`src/rtl/axis_constant_source_if.sv`:
```
// AXI-Stream master/slave bundle used by axis_constant_source.
interface axis_constant_source_if #(
  parameter int unsigned DATA_W = 32
) ();
  logic [DATA_W-1:0] tdata;
  logic              tvalid;
  logic              tready;
  logic              tlast;

  modport master (output tdata, output tvalid, output tlast, input tready);
  modport slave  (input tdata, input tvalid, input tlast, output tready);
endinterface

```
`src/rtl/axis_constant_source.sv`:
```
// AXI-Stream constant generator: per-lane shadow/active registers, burst or continuous output.
// Optional macro AXIS_CONST_BEATCNT_EN exposes the beat counter as output beat_cnt.
module axis_constant_source #(
  parameter int unsigned      WIDTH    = 8,
  parameter int unsigned      CHANNELS = 4,
  parameter int unsigned      COUNT_W  = 16,
  parameter logic [WIDTH-1:0] INIT_VAL = '0,
  localparam int unsigned     LANE_W   = (CHANNELS > 1) ? $clog2(CHANNELS) : 1
) (
  input  logic                  ap_clk,
  input  logic                  ap_rst,
  input  logic                  cfg_we,
  input  logic [LANE_W-1:0]     cfg_lane,
  input  logic [WIDTH-1:0]      cfg_data,
  input  logic                  cfg_commit,
  input  logic                  start,
  input  logic [COUNT_W-1:0]    len,
  input  logic                  stop,
  output logic                  busy,
  output logic                  done,
`ifdef AXIS_CONST_BEATCNT_EN
  output logic [COUNT_W-1:0]    beat_cnt,
`endif
  axis_constant_source_if.master m_axis
);

  typedef enum logic [1:0] {S_IDLE, S_RUN, S_DONE} state_t;

  state_t                             state_q, state_d;
  logic [CHANNELS-1:0][WIDTH-1:0]     shadow_q, shadow_d;
  logic [CHANNELS-1:0][WIDTH-1:0]     active_q, active_d;
  logic [COUNT_W-1:0]                 cnt_q, cnt_d;
  logic [COUNT_W-1:0]                 len_q, len_d;
  logic                               cont_q, cont_d;
  logic                               stop_q, stop_d;
  logic                               commit_q, commit_d;
  logic                               tvalid_q, tvalid_d;
  logic                               tlast_q, tlast_d;
  logic                               busy_q, busy_d;
  logic                               done_q, done_d;
  logic                               hs_c;

  assign hs_c = tvalid_q && m_axis.tready;

  // State and datapath registers
  always_ff @(posedge ap_clk) begin
    if (ap_rst) begin
      state_q  <= S_IDLE;
      shadow_q <= {CHANNELS{INIT_VAL}};
      active_q <= {CHANNELS{INIT_VAL}};
      cnt_q    <= '0;
      len_q    <= '0;
      cont_q   <= 1'b0;
      stop_q   <= 1'b0;
      commit_q <= 1'b0;
      tvalid_q <= 1'b0;
      tlast_q  <= 1'b0;
      busy_q   <= 1'b0;
      done_q   <= 1'b0;
    end else begin
      state_q  <= state_d;
      shadow_q <= shadow_d;
      active_q <= active_d;
      cnt_q    <= cnt_d;
      len_q    <= len_d;
      cont_q   <= cont_d;
      stop_q   <= stop_d;
      commit_q <= commit_d;
      tvalid_q <= tvalid_d;
      tlast_q  <= tlast_d;
      busy_q   <= busy_d;
      done_q   <= done_d;
    end
  end

  // Next-state and output decode
  always_comb begin
    state_d  = state_q;
    shadow_d = shadow_q;
    active_d = active_q;
    cnt_d    = cnt_q;
    len_d    = len_q;
    cont_d   = cont_q;
    stop_d   = stop_q;
    commit_d = commit_q;
    tvalid_d = tvalid_q;
    tlast_d  = tlast_q;
    done_d   = 1'b0;

    // Shadow writes land first so a same-cycle start/commit picks them up
    if (cfg_we && (32'(cfg_lane) < CHANNELS)) begin
      shadow_d[cfg_lane] = cfg_data;
    end

    unique case (state_q)
      S_IDLE: begin
        if (start) begin
          active_d = shadow_d;
          len_d    = len;
          cont_d   = (len == COUNT_W'(0));
          cnt_d    = '0;
          stop_d   = 1'b0;
          commit_d = 1'b0;
          tvalid_d = 1'b1;
          tlast_d  = (len == COUNT_W'(1));
          state_d  = S_RUN;
        end
      end

      S_RUN: begin
        if (cfg_commit) commit_d = 1'b1;
        // A stop is moot once the final beat is already on the bus
        if (stop && !tlast_q) stop_d = 1'b1;

        if (hs_c) begin
          cnt_d = cnt_q + COUNT_W'(1);
          if (tlast_q) begin
            tvalid_d = 1'b0;
            tlast_d  = 1'b0;
            stop_d   = 1'b0;
            commit_d = 1'b0;
            done_d   = 1'b1;
            state_d  = S_DONE;
          end else begin
            if (commit_q || cfg_commit) begin
              active_d = shadow_d;
              commit_d = 1'b0;
            end
            tlast_d = stop_q || stop ||
                      (!cont_q && (COUNT_W'(cnt_q + COUNT_W'(2)) == len_q));
            stop_d  = 1'b0;
          end
        end
      end

      S_DONE: begin
        state_d = S_IDLE;
      end

      default: begin
        state_d  = S_IDLE;
        tvalid_d = 1'b0;
        tlast_d  = 1'b0;
      end
    endcase

    busy_d = (state_d == S_RUN);
  end

  assign m_axis.tdata  = active_q;
  assign m_axis.tvalid = tvalid_q;
  assign m_axis.tlast  = tlast_q;
  assign busy          = busy_q;
  assign done          = done_q;
`ifdef AXIS_CONST_BEATCNT_EN
  assign beat_cnt      = cnt_q;
`endif

endmodule

```
`src/flat_wrapper.sv`:
```
// flat-port wrapper written by rule: the top's interface ports become plain ports
module axis_constant_source_flat 
#(
  parameter int unsigned      WIDTH    = 8,
  parameter int unsigned      CHANNELS = 4,
  parameter int unsigned      COUNT_W  = 16,
  parameter logic [WIDTH-1:0] INIT_VAL = '0,
  localparam int unsigned     LANE_W   = (CHANNELS > 1) ? $clog2(CHANNELS) : 1
)
  (ap_clk, ap_rst, cfg_we, cfg_lane, cfg_data, cfg_commit, start, len, stop, busy, done, m_axis_tdata, m_axis_tvalid, m_axis_tlast, m_axis_tready);
  axis_constant_source_if #(.DATA_W(32)) m_axis_i ();
  input  logic ap_clk;
  input  logic ap_rst;
  input  logic cfg_we;
  input  logic [LANE_W-1:0] cfg_lane;
  input  logic [WIDTH-1:0] cfg_data;
  input  logic cfg_commit;
  input  logic start;
  input  logic [COUNT_W-1:0] len;
  input  logic stop;
  output logic busy;
  output logic done;
  output wire logic [$bits(m_axis_i.tdata)-1:0] m_axis_tdata;
  output wire logic [$bits(m_axis_i.tvalid)-1:0] m_axis_tvalid;
  output wire logic [$bits(m_axis_i.tlast)-1:0] m_axis_tlast;
  input wire logic [$bits(m_axis_i.tready)-1:0] m_axis_tready;
  assign m_axis_tdata = m_axis_i.tdata;
  assign m_axis_tvalid = m_axis_i.tvalid;
  assign m_axis_tlast = m_axis_i.tlast;
  assign m_axis_i.tready = m_axis_tready;
  axis_constant_source #(.WIDTH(WIDTH), .CHANNELS(CHANNELS), .COUNT_W(COUNT_W), .INIT_VAL(INIT_VAL)) u_core (.ap_clk(ap_clk), .ap_rst(ap_rst), .cfg_we(cfg_we), .cfg_lane(cfg_lane), .cfg_data(cfg_data), .cfg_commit(cfg_commit), .start(start), .len(len), .stop(stop), .busy(busy), .done(done), .m_axis(m_axis_i));
endmodule
```
`config.mk`:
```
export PLATFORM = sky130hd
export DESIGN_NAME = axis_constant_source_flat
export DESIGN_NICKNAME = d
export VERILOG_FILES = /design/src/rtl/axis_constant_source_if.sv /design/src/rtl/axis_constant_source.sv /design/src/flat_wrapper.sv
export SDC_FILE = /design/constraint.sdc
export NUM_CORES = 1
export LEC_CHECK = 0
export ABC_AREA = 1
export CAP_MARGIN = 20
export CORE_MARGIN = 2
export CORE_UTILIZATION = 40
export DETAILED_ROUTE_END_ITERATION = 12
export MAX_ROUTING_LAYER = met4
export SLEW_MARGIN = 0
export SYNTH_ARGS = -nofsm -noshare
export SYNTH_HDL_FRONTEND = slang
export SYNTH_SLANG_ARGS = --single-unit
```
`constraint.sdc`:
```
create_clock -name ap_clk -period 4.9 [get_ports ap_clk]
set_input_delay 0.49 -clock ap_clk [delete_from_list [all_inputs] [get_ports ap_clk]]
set_output_delay 0.49 -clock ap_clk [all_outputs]
set_load 0.03 [all_outputs]
```
## Word-level counts from Yosys, hierarchy flattened

Index checks and enable logic that the tools add are counted.

| word-level totals | value |
|---|---|
| bits in registers | 105 |
| output and inout port bits | 36 |
| word-level logic and storage cells | 90 |

| operators by class | value |
|---|---|
| add/sub/neg operators | 2 |
| $lt $le $gt $ge | 2 |
| eq/ne operators | 11 |
| mux-type cells | 34 |
| bitwise operators | 3 |
| reduce and logical (&&, ||, !) cells | 20 |

Operators by type and width:

| operator | number |
|---|---|
| 32-bit 2-to-1 mux | 5 |
| 32-bit case mux with 2 select lines | 1 |
| 32-bit bitwise mux | 1 |
| 16-bit 2-to-1 mux | 2 |
| 16-bit case mux with 2 select lines | 1 |
| 16-bit by 1-bit adder with 16-bit output, second input constant | 1 |
| 16-bit by 2-bit adder with 16-bit output, second input constant | 1 |
| 8-bit demux with 2-bit select | 1 |
| 16-bit by 1-bit == test with 1-bit output, second input constant | 1 |
| 16-bit == test | 1 |
| 16-bit zero test | 1 |
| 1-bit 2-to-1 mux | 14 |
| 3-bit AND reduction | 3 |
| 8-bit 2-to-1 mux | 1 |
| 2-bit 2-to-1 mux | 3 |
| 2-bit by 1-bit != test with 1-bit output, second input constant | 3 |
| 1-bit case mux with 3 select lines | 2 |
| 5-bit AND reduction | 1 |
| 2-bit by 1-bit == test with 1-bit output, second input constant | 2 |
| 1-bit logical AND | 4 |
| 2-bit != test, second input constant | 2 |
| 1-bit case mux with 2 select lines | 2 |
| 2-bit case mux with 2 select lines | 1 |
| 2-bit AND reduction | 2 |
| other kinds (11) | 16 |

## Longest topological paths before layout

Gate-level depths: netlist of run 1.

| logic depth | value |
|---|---|
| word-level depth | 10 |
| gate-level depth with buffers | 16 |
| depth with buffers taken out | 16 |

## Worst setup path before layout of run 1

OpenSTA, ideal clock, no wires.

| timing | value |
|---|---|
| path type | flip-flop to flip-flop |
| start point | register u_core.tvalid_q (netlist: u_core.m_axis.tvalid) |
| end point | register u_core.cnt_q[13] |
| arrival | 1.588 ns |
| data required time | 4.785 ns |
| setup slack | 3.197 ns |
| stages on the path, launching flop included | 11 |
| buffers on the path | 0 |
| period minus slack after synthesis | 1.703 ns |
| cell sequence | dfxtp_1 -> nand2_1 -> nor2_8 -> nor2_4 -> nor2_4 -> inv_1 -> nor2_1 -> nand2_1 -> nor2_2 -> a21oi_1 -> o21a_1 |

| between the ends | value |
|---|---|
| cells in the longest elaborated chain, start to end | 3 |

RTL lines:

| item | line | RTL |
|---|---|---|
| from (decl) | axis_constant_source.sv:37 | `logic tvalid_q, tvalid_d;` |
| from (signal assigned) | axis_constant_source.sv:69 | `tvalid_q <= tvalid_d;` |
| 1-bit logical AND | axis_constant_source.sv:43 | `assign hs_c = tvalid_q && m_axis.tready;` |
| 2-bit by 1-bit != test with 1-bit output (no line) | n/a |  |
| 3-bit AND reduction (no line) | n/a |  |
| to (signal assigned) | axis_constant_source.sv:64 | `cnt_q <= cnt_d;` |
| to (decl) | axis_constant_source.sv:32 | `logic [COUNT_W-1:0] cnt_q, cnt_d;` |

Every way passes these cells.
A chain may end at the register's enable or synchronous reset.

## Final worst setup path of run 1

| timing | value |
|---|---|
| start point | input start |
| end point | register u_core.cnt_q[13] |

| between the ends | value |
|---|---|
| cells in the longest elaborated chain, start to end | 2 |

RTL lines:

| item | line | RTL |
|---|---|---|
| from (decl) | flat_wrapper.sv:18 | `input logic start;` |
| 2-bit != test (no line) | n/a |  |
| 3-bit AND reduction (no line) | n/a |  |

Every way passes these cells.

==> results of run 1 <==
==> through the flow <==
stage | instance area, µm² | std cells
3_3_place_gp | 5450 | 804
4_1_cts | 5750 | 820
6_report | 5750 | 820
2_1_floorplan | 4640 | 608
5_1_grt | 5750 | 820
3_5_place_dp | 5450 | 804
==> routing by layer <==
layer | GRT usage | wire length, µm | vias up
met3 | 0.0484 | 466 | 14
met1 | 0.241 | 5370 | 1864
met4 | 0.0601 | 167 | 0
li1 | - | - | 2066
met2 | 0.306 | 5220 | 89
met5 | - | 0 | -
==> placed cells by master (no fill, tap or decap), types with 2 or more instances in the layout <==
cell type	count
sky130_fd_sc_hd__inv_1	66
sky130_fd_sc_hd__nor2_4	5
sky130_fd_sc_hd__buf_4	2
sky130_fd_sc_hd__xnor2_1	3
sky130_fd_sc_hd__nand2_4	3
sky130_fd_sc_hd__nand2_1	137
sky130_fd_sc_hd__or2_2	29
sky130_fd_sc_hd__dfxtp_1	105
sky130_fd_sc_hd__clkinvlp_4	2
sky130_fd_sc_hd__clkbuf_16	9
sky130_fd_sc_hd__nor2_8	2
sky130_fd_sc_hd__nand4_1	8
sky130_fd_sc_hd__inv_6	2
sky130_fd_sc_hd__nand3_1	24
sky130_fd_sc_hd__o21a_1	2
sky130_fd_sc_hd__nor2_1	68
sky130_fd_sc_hd__o22ai_1	8
sky130_fd_sc_hd__ha_1	2
sky130_fd_sc_hd__mux2i_1	32
sky130_fd_sc_hd__inv_2	3
sky130_fd_sc_hd__or2_1	3
sky130_fd_sc_hd__nor2_2	8
sky130_fd_sc_hd__o21ai_0	19
sky130_fd_sc_hd__clkdlybuf4s50_1	67
sky130_fd_sc_hd__nor3_1	4
sky130_fd_sc_hd__a21oi_1	45
==> final cells by class <==
type	instances	area [µm²]
Clock inverter	6	60.1
Clock buffer	10	239
Multi-Input combinational cell	415	2210
Timing Repair Buffer	70	691
Fill cell	1148	5620
Tap cell	143	179
Inverter	71	268
Sequential cell	105	2100
==> logic make-up (layout without fill, tap and decap cells) <==
family | count (synthesis) | in the layout | synth area share
AOI/OAI and AO/OA | 82 | 82 | 0.0986
xor gates and xnor gates | 4 | 4 | 0.00755
adders and majority gates | 2 | 2 | 0.00539
buffers and inverters | 88 | 157 | 0.0717
DFF | 105 | 105 | 0.453
muxes | 32 | 32 | 0.0690
and+or+nand+nor | 295 | 295 | 0.295
==> worst paths after layout <==
path | to | slack, ns | from | cells past startpoint
setup / recovery | u_core.cnt_q[13] | 2.57 | start | 7
hold reg to reg | u_core.m_axis.tdata[26] | 0.47 | u_core.m_axis.tdata[26] | 2
setup reg to reg | u_core.cnt_q[13] | 2.69 | u_core.state_q[1] | 7
hold / removal | u_core.m_axis.tdata[26] | 0.47 | u_core.m_axis.tdata[26] | 2
==> worst max-delay path, stage by stage <==
cell                              delay (ns)
sky130_fd_sc_hd__clkdlybuf4s50_1        0.43
sky130_fd_sc_hd__nand2_2                0.12
sky130_fd_sc_hd__inv_2                  0.08
sky130_fd_sc_hd__nor2_2                 0.59
sky130_fd_sc_hd__inv_1                  0.52
sky130_fd_sc_hd__a21oi_1                0.24
sky130_fd_sc_hd__o21a_1                 0.14
==> registers in the layout, summed over array words and instances, names as in the netlist <==
name	count
u_core.stop_q	1
u_core.done	1
u_core.state_q	2
u_core.m_axis.tdata	32
u_core.len_q	16
u_core.shadow_q	32
u_core.busy	1
u_core.commit_q	1
u_core.cnt_q	16
u_core.m_axis.tlast	1
u_core.m_axis.tvalid	1
u_core.cont_q	1
==> power groups by stage <==
stage | combinational, µW | sequential, µW | clock [µW]
after global placement | 224 | 921 | 0
after CTS | 228 | 902 | 738
after floorplan | 126 | 937 | 0
after global routing | 251 | 906 | 771
final | 226 | 902 | 720
after detailed placement | 228 | 922 | 0
==> results_dict.tcl, run 1 <==
set metrics [dict create \
    crit_type "input pin to flop" \
    syn2layout_area_growth_pct 23.8 \
    via_count_of_the_first_global_routing_pass 3860 \
    drt_first_iter_violations 224 \
    min-delay-path-class "flop to flop" \
    static-leakage-power_uw 0.00248 \
    clock_path_buffers 2 \
    number_of_synthesized_flops_with_an_enable_pin 0 \
    hold_viol 0 \
    first_pass_iters 7 \
    routed_wire_length_um 11200 \
    fin_skew_ns 0.00730 \
    seq_area_frac_synth 0.453 \
    design_power_total_uw 1850 \
    switchingPower_uw 503 \
    maxCapViolCount 0 \
    fin_nets 707 \
    global_route_wire_length_before_repair_um 18700 \
    synthesis.area_per_instance_um2 7.64 \
    routed_len_inst_um 13.7 \
    clock-root-buffer "sky130_fd_sc_hd__clkbuf_16" \
    capturing_element_type_of_the_critical_path "flop" \
    min_period_over_period 0.476 \
    synth_async_sr_flop_share 0 \
    power-per-cell-area_nw_per_um2 322 \
    worstPathRequired_ns 5.20 \
    timing.final.crit_period_ns 2.33 \
    netSwitchingFraction 0.272 \
    setup_total_negative_slack_ns 0 \
    route.vias.total 4033 \
    detail-route-antenna-nets 0 \
    placement.setup.worst_slack_ns 2.20 \
    weighted_congestion_at_the_end_of_routability_driven_global_placement 0.873 \
    cts.sink_count 105 \
    syn-cell-area_um2 4640 \
    max-vdd-ir-drop_mv 0.251 \
    yosys.cell_types.count 38 \
    status "finished, final reports clean" \
    cts_made_buffers 9 \
    power.share.combinational 0.123 \
    ys.warnings.count 0 \
    timing_max_transition_violations_final 0 \
    internal_power_uw 1350 \
    seq_power_share 0.488 \
    num_antenna_cells 0 \
    yosys.area.top_type "sky130_fd_sc_hd__dfxtp_1" \
    floorplan.core_area_um2 11400 \
    globalRouteTotalUtil 0.192 \
    io-pin-count 69 \
    post-cts-setup-buffer-count 0 \
    power_frac_clock 0.390 \
    die_h_um 112 \
    antenna_found_initial 0 \
    synth.area.top_cells "sky130_fd_sc_hd__dfxtp_1 (45%), sky130_fd_sc_hd__nand2_1 (11%), sky130_fd_sc_hd__mux2i_1 (6.9%), sky130_fd_sc_hd__nor2_1 (5.5%), sky130_fd_sc_hd__inv_1 (5.3%)" \
    cts_tree "yes" \
    worst_setup_hold_path_clk_slew_ns 0.08 \
    setup_repair_after_global_routing_missed_its_margin "false" \
    seq_cells_post_synth 105 \
    synth_top_area_share 0.453 \
    fmax_mhz 429 \
    worst-slew-pin-transition_ns 0.765 \
    setup_violations 0 \
    netlist_instances 608 \
    worst_hold_slack_ns 0.468 \
    final.setup.worst_slack_ns 2.57 \
    synth-main-ff-cell "sky130_fd_sc_hd__dfxtp_1" \
    synthesis.nets 643 \
    die-width_um 112 \
    post_synth_most_frequent_cells "sky130_fd_sc_hd__nand2_1 (137), sky130_fd_sc_hd__dfxtp_1 (105), sky130_fd_sc_hd__nor2_1 (68)" \
    worstSetupStartpointType "input pin" \
    h-tree-depth 3 \
    clkLatencyLatePin_ns 0.36 \
    final_layout_size_suffix_gt1_frac 0.108 \
    synth.most_common_cell "sky130_fd_sc_hd__nand2_1" \
    fin_util 0.505 \
    initial_utilization 0.408 \
    global_route.overflow_total 0 \
    rows 39 \
    io_buffers 68 \
    slew_headroom 0.490 \
    post_drt_via_cell_ratio 4.92 \
    critical_path.max_fanout 19 \
    die_area_um2 12500 \
    cts.repair.resized 0 \
    hpwl_detailed_um 8010 \
    route.detailed.drc 0 \
    crit_arrival_ns 2.63 \
    grt_start_max_net_pins 48 \
    post_cts_hold_buffer_count 0 \
]
Power figures use the tool's default switching activity.
==> inputs of run 2 (changes only) <==
- clock period: 4.9 -> 2 ns (I/O delays scaled with it)
==> run 2 against run 1 <==
Net effect: final cell count increased by 1.2%; setup slack got worse by 2.4 ns; die area unchanged; hold slack got worse by 0.32 ns; sequential cell count unchanged; via count increased by 0.84%.
==> results_dict.tcl, run 2 (synthesis gave the netlist of run 1 again) <==
set metrics [dict create \
    worstSetupStartpointType "flop" \
    die_area_um2 12500 \
    layout.cells.most_common "sky130_fd_sc_hd__nand2_1" \
    cts.sink_count 105 \
    timing.final.crit_period_ns 1.78 \
    timing_max_transition_violations_final 0 \
    clock-root-buffer "sky130_fd_sc_hd__clkbuf_16" \
    setup_repair_after_global_routing_missed_its_margin "false" \
    max-vdd-ir-drop_mv 0.559 \
    n_fill_cell 1094 \
    grt_start_max_net_pins 65 \
    min_period_over_period 0.892 \
    globalRouteTotalUtil 0.190 \
    clkLatencyLatePin_ns 0.35 \
    capturing_element_type_of_the_critical_path "flop" \
    die_h_um 112 \
    initial_utilization 0.408 \
    detail-route-antenna-nets 0 \
    drt_first_iter_violations 218 \
    maxCapViolCount 0 \
    fin_skew_ns 0.00625 \
    grt_use_met3 0.0577 \
    routed_len_inst_um 13.7 \
    hold_viol 0 \
    io_buffers 68 \
    rows 39 \
    via_count_of_the_first_global_routing_pass 3935 \
    use_met1 0.225 \
    syn2layout_area_growth_pct 25.7 \
    cts_tree "yes" \
    regArea_um2 2100 \
    min-delay-path-class "input pin to flop" \
    worst_setup_hold_path_clk_slew_ns 0.07 \
    slew_headroom 0.573 \
    crit_type "flop to flop" \
    grt_busiest_layer "met2" \
    final_layout_size_suffix_gt1_frac 0.119 \
    fin_nets 717 \
    worstPathRequired_ns 2.30 \
    fin_util 0.513 \
    route.detailed.drc 0 \
    global_route.overflow_total 0 \
    clock_path_buffers 2 \
    antenna_found_initial 0 \
    setup_total_negative_slack_ns 0 \
    io-pin-count 69 \
    first_pass_iters 4 \
    cts_made_buffers 9 \
    power-per-cell-area_nw_per_um2 768 \
    global_route.usage.met2 0.315 \
    route.vias.total 4067 \
    hpwl_detailed_um 8240 \
    fmax_mhz 561 \
    static-leakage-power_uw 0.00254 \
    h-tree-depth 3 \
    crit_arrival_ns 2.08 \
    weighted_congestion_at_the_end_of_routability_driven_global_placement 0.904 \
    routed_wire_length_um 11300 \
    critical_path.max_fanout 5 \
    combined_area_of_the_multi_input_logic_cells_um2 2220 \
    setup_violations 0 \
    post_cts_hold_buffer_count 0 \
    status "finished, final reports clean" \
    most-common-layout-cells "sky130_fd_sc_hd__nand2_1 (137), sky130_fd_sc_hd__dfxtp_1 (105), sky130_fd_sc_hd__nor2_1 (67), sky130_fd_sc_hd__clkdlybuf4s50_1 (67), sky130_fd_sc_hd__inv_1 (66)" \
    floorplan.core_area_um2 11400 \
    global_route_wire_length_before_repair_um 18600 \
    worst-slew-pin-transition_ns 0.640 \
    die-width_um 112 \
    num_antenna_cells 0 \
    post_drt_via_cell_ratio 4.90 \
]
[run 2: changes by cell type in the layout (fill, tap and decap cells not counted)]
cell,previous run,this run
sky130_fd_sc_hd__buf_12,0,2
sky130_fd_sc_hd__buf_4,2,10
sky130_fd_sc_hd__clkbuf_1,0,2
sky130_fd_sc_hd__clkinv_8,1,0
sky130_fd_sc_hd__clkinvlp_4,2,1
sky130_fd_sc_hd__inv_6,2,3
sky130_fd_sc_hd__inv_8,1,0
sky130_fd_sc_hd__nor2_1,68,67
sky130_fd_sc_hd__nor2_4,5,6
[run 2: worst max-delay path, stage by stage, from the launching register on]
cell and delay, ns:
sky130_fd_sc_hd__dfxtp_1 0.36, sky130_fd_sc_hd__ha_1 0.21, sky130_fd_sc_hd__nand3_2 0.14, sky130_fd_sc_hd__nor2_2 0.21
sky130_fd_sc_hd__nand2_1 0.07, sky130_fd_sc_hd__nand2_1 0.07, sky130_fd_sc_hd__nand2_1 0.05, sky130_fd_sc_hd__clkinv_1 0.04
sky130_fd_sc_hd__nand2_1 0.05, sky130_fd_sc_hd__nor2_1 0.14, sky130_fd_sc_hd__nand4_1 0.11, sky130_fd_sc_hd__nand2_1 0.08
sky130_fd_sc_hd__nand2_1 0.05, sky130_fd_sc_hd__nand2_1 0.06, sky130_fd_sc_hd__nand2_1 0.05, sky130_fd_sc_hd__nand2_1 0.04
[run 2: final timing paths]
kind                           startpoint                      end  slack, ns  cells after the start
setup / recovery          u_core.cnt_q[1]      u_core.m_axis.tlast       0.22                     15
hold / removal                     ap_rst        u_core.state_q[0]       0.15                      2
setup reg to reg          u_core.cnt_q[1]      u_core.m_axis.tlast       0.22                     15
hold reg to reg   u_core.m_axis.tdata[20]  u_core.m_axis.tdata[20]       0.47                      2
[run 2: cell type report]
type | count | share of cell area
clock buffers | 12 | 0.0422
clock inverters | 4 | 0.00579
inverters | 71 | 0.0459
multi-input cells | 415 | 0.380
flip-flops and latches | 105 | 0.360
well taps | 143 | 0.0307
repair buffers | 80 | 0.136
[run 2: layer usage]
metal	share of wire	up-vias
met3	0.048	6
li1	-	2086
met5	0	-
met1	0.45	1908
met2	0.50	67
met4	0.0087	0
[run 2: power breakdown]
part	internal [µW]	switching [µW]	leakage, µW
registers	2170	40.7	0.000853
clock network	894	796	0.000134
logic	241	341	0.00155
total	3300	1180	0.00254
[run 2: timing repair]
| item | CTS | global route |
|---|---|---|
| endpoints found under the setup margin | 0 | 1 |
| resized for setup | 0 | 2 |
| hold endpoints to repair | 0 | 0 |
| buffers inserted | 0 | 0 |
[run 2: stage by stage]
stage	hold slack (ns)	power, µW	setup WS [ns]	area (µm²)	std cells
detailed placement	0.456	2840	0.0596	5550	814
finish	0.146	4480	0.216	5840	830
global route	0.158	4680	0.0644	5840	830
CTS	0.132	4540	0.132	5830	830
floorplan	0.313	2610	0.297	4640	608
global placement	0.454	2830	0.102	5550	814
==> inputs of run 3 (changes only) <==
- CORE_ASPECT_RATIO: default -> 1.5
- CTS_CLUSTER_DIAMETER: default -> 80
- REMOVE_ABC_BUFFERS: default -> 1
==> run 3 against run 2 <==
Net effect: sequential cell count is the same; final cell count grew 0.60%; largest power group unchanged; largest cell class unchanged; global-route usage down 0.39 points.
==> results_dict.tcl, run 3 (synthesis gave the netlist of run 1 again) <==
set metrics [dict create \
    status "finished, final reports clean" \
    first_pass_iters 4 \
    worst_setup_hold_path_clk_slew_ns 0.07 \
    floorplan.core_area_um2 11400 \
    maxCapViolCount 0 \
    final_design_area_no_fill_um2 5840 \
    hpwl_detailed_um 8080 \
    antenna_found_initial 0 \
    setup_violations 0 \
    setup_total_negative_slack_ns 0 \
    fin_util 0.512 \
    power-per-cell-area_nw_per_um2 773 \
    detail-route-antenna-nets 0 \
    startpoint "u_core.cnt_q[2]" \
    worstPathRequired_ns 2.29 \
    capturing_element_type_of_the_critical_path "flop" \
    min_period_over_period 0.874 \
    initial_utilization 0.407 \
    crit_type "flop to flop" \
    grt_start_max_net_pins 65 \
    num_antenna_cells 0 \
    slew_headroom 0.640 \
    cts.repair.resized 0 \
    most-common-layout-cells "sky130_fd_sc_hd__nand2_1 (137), sky130_fd_sc_hd__dfxtp_1 (104), sky130_fd_sc_hd__nor2_1 (67), sky130_fd_sc_hd__clkdlybuf4s50_1 (67), sky130_fd_sc_hd__inv_1 (66)" \
    timing.reg2reg.worst_path_depth 15 \
    global_route.overflow_total 0 \
    post-cts-setup-buffer-count 0 \
    die-width_um 92.0 \
    routed_len_inst_um 13.1 \
    die_area_um2 12500 \
    final_layout_size_suffix_gt1_frac 0.123 \
    cts.sink_count 105 \
    fin_nets 716 \
    static-leakage-power_uw 0.00253 \
    timing.final.crit_period_ns 1.75 \
    crit_arrival_ns 2.04 \
    hold_viol 0 \
    worst_hold_slack_ns 0.182 \
    post_cts_hold_buffer_count 0 \
    setup_repair_after_global_routing_missed_its_margin "false" \
    route.vias.total 4044 \
    h-tree-depth 3 \
    fmax_mhz 572 \
    globalRouteTotalUtil 0.186 \
    timing_max_transition_violations_final 0 \
    worstReg2RegStart "u_core.cnt_q[2]" \
    drt_first_iter_violations 183 \
    combined_area_of_the_multi_input_logic_cells_um2 2220 \
    fin_skew_ns 0.00895 \
    placed_area_um2 5540 \
    n_fill_cell 1116 \
    die_h_um 136 \
    clock_path_buffers 2 \
    regArea_um2 2100 \
    weighted_congestion_at_the_end_of_routability_driven_global_placement 0.877 \
    layout.cells.most_common "sky130_fd_sc_hd__nand2_1" \
    clock-root-buffer "sky130_fd_sc_hd__clkbuf_16" \
    syn2layout_area_growth_pct 25.8 \
    global_route_wire_length_before_repair_um 18100 \
    io_buffers 68 \
    clkLatencyLatePin_ns 0.35 \
    route.detailed.drc 0 \
    placement.setup.worst_slack_ns 0.0178 \
    critical_path.max_fanout 4 \
    io-pin-count 69 \
    cts_made_buffers 9 \
    max-vdd-ir-drop_mv 0.488 \
    min_delay_path_depth 2 \
    via_count_of_the_first_global_routing_pass 3935 \
    min-delay-path-class "input pin to flop" \
    worst-slew-pin-transition_ns 0.535 \
    cts_tree "yes" \
    hold_path.startpoint "ap_rst" \
    rows 48 \
    post_drt_via_cell_ratio 4.84 \
    routed_wire_length_um 10900 \
    worstSetupStartpointType "flop" \
    final.setup.worst_slack_ns 0.252 \
]
-- run 3: cell types whose count changed in the layout (fill, tap and decap cells not counted), sizes merged --
cell | previous run | this run
inv | 72 | 73
clkbuf | 12 | 9
buf | 13 | 12
clkinvlp | 1 | 0
clkinv | 2 | 4
-- run 3: final cells by class --
cell class | count | area share
Clock buffer | 9 | 0.0386
Clock inverter | 6 | 0.0107
Inverter | 71 | 0.0458
Multi-Input combinational cell | 415 | 0.381
Sequential cell | 105 | 0.360
Tap cell | 150 | 0.0321
Timing Repair Buffer | 79 | 0.132
-- run 3: per-stage QoR --
stage | std cells | power, µW
final | 835 | 4510
after floorplan | 591 | 2580
after global placement | 820 | 2830
after CTS | 835 | 4550
after global routing | 835 | 4700
after detailed placement | 820 | 2830
-- run 3: path summary, 6_finish.rpt --
path                                  end  slack [ns]
setup reg to reg      u_core.m_axis.tlast        0.25
hold reg to reg   u_core.m_axis.tdata[27]        0.46
setup / recovery      u_core.m_axis.tlast        0.25
hold / removal    u_core.m_axis.tdata[21]        0.18
-- run 3: worst max-delay path: stages (launching register included) --
cell and delay [ns]:
sky130_fd_sc_hd__dfxtp_1 0.34, sky130_fd_sc_hd__ha_2 0.35, sky130_fd_sc_hd__inv_1 0.05, sky130_fd_sc_hd__nand2_1 0.05
sky130_fd_sc_hd__nand2_1 0.05, sky130_fd_sc_hd__nor2_1 0.09, sky130_fd_sc_hd__nand2_1 0.06, sky130_fd_sc_hd__nor2_1 0.17
sky130_fd_sc_hd__nand3_1 0.09, sky130_fd_sc_hd__nor2_1 0.10, sky130_fd_sc_hd__nand4_1 0.09, sky130_fd_sc_hd__nand2_1 0.07
sky130_fd_sc_hd__nand2_1 0.04, sky130_fd_sc_hd__nand2_1 0.05, sky130_fd_sc_hd__nand2_1 0.05, sky130_fd_sc_hd__nand2_1 0.05
-- run 3: metal layers --
| layer | track usage | share of wire |
|---|---|---|
| met5 | - | 0 |
| met4 | 0.0954 | 0.038 |
| met3 | 0.0344 | 0.034 |
| met2 | 0.314 | 0.50 |
| met1 | 0.211 | 0.42 |
-- run 3: where the power goes --
group          total [µW]  internal (µW)  switching (µW)
Combinational         570            237             334
Sequential           2210           2170            41.2
Clock                1730            874             861
Total                4510           3280            1240
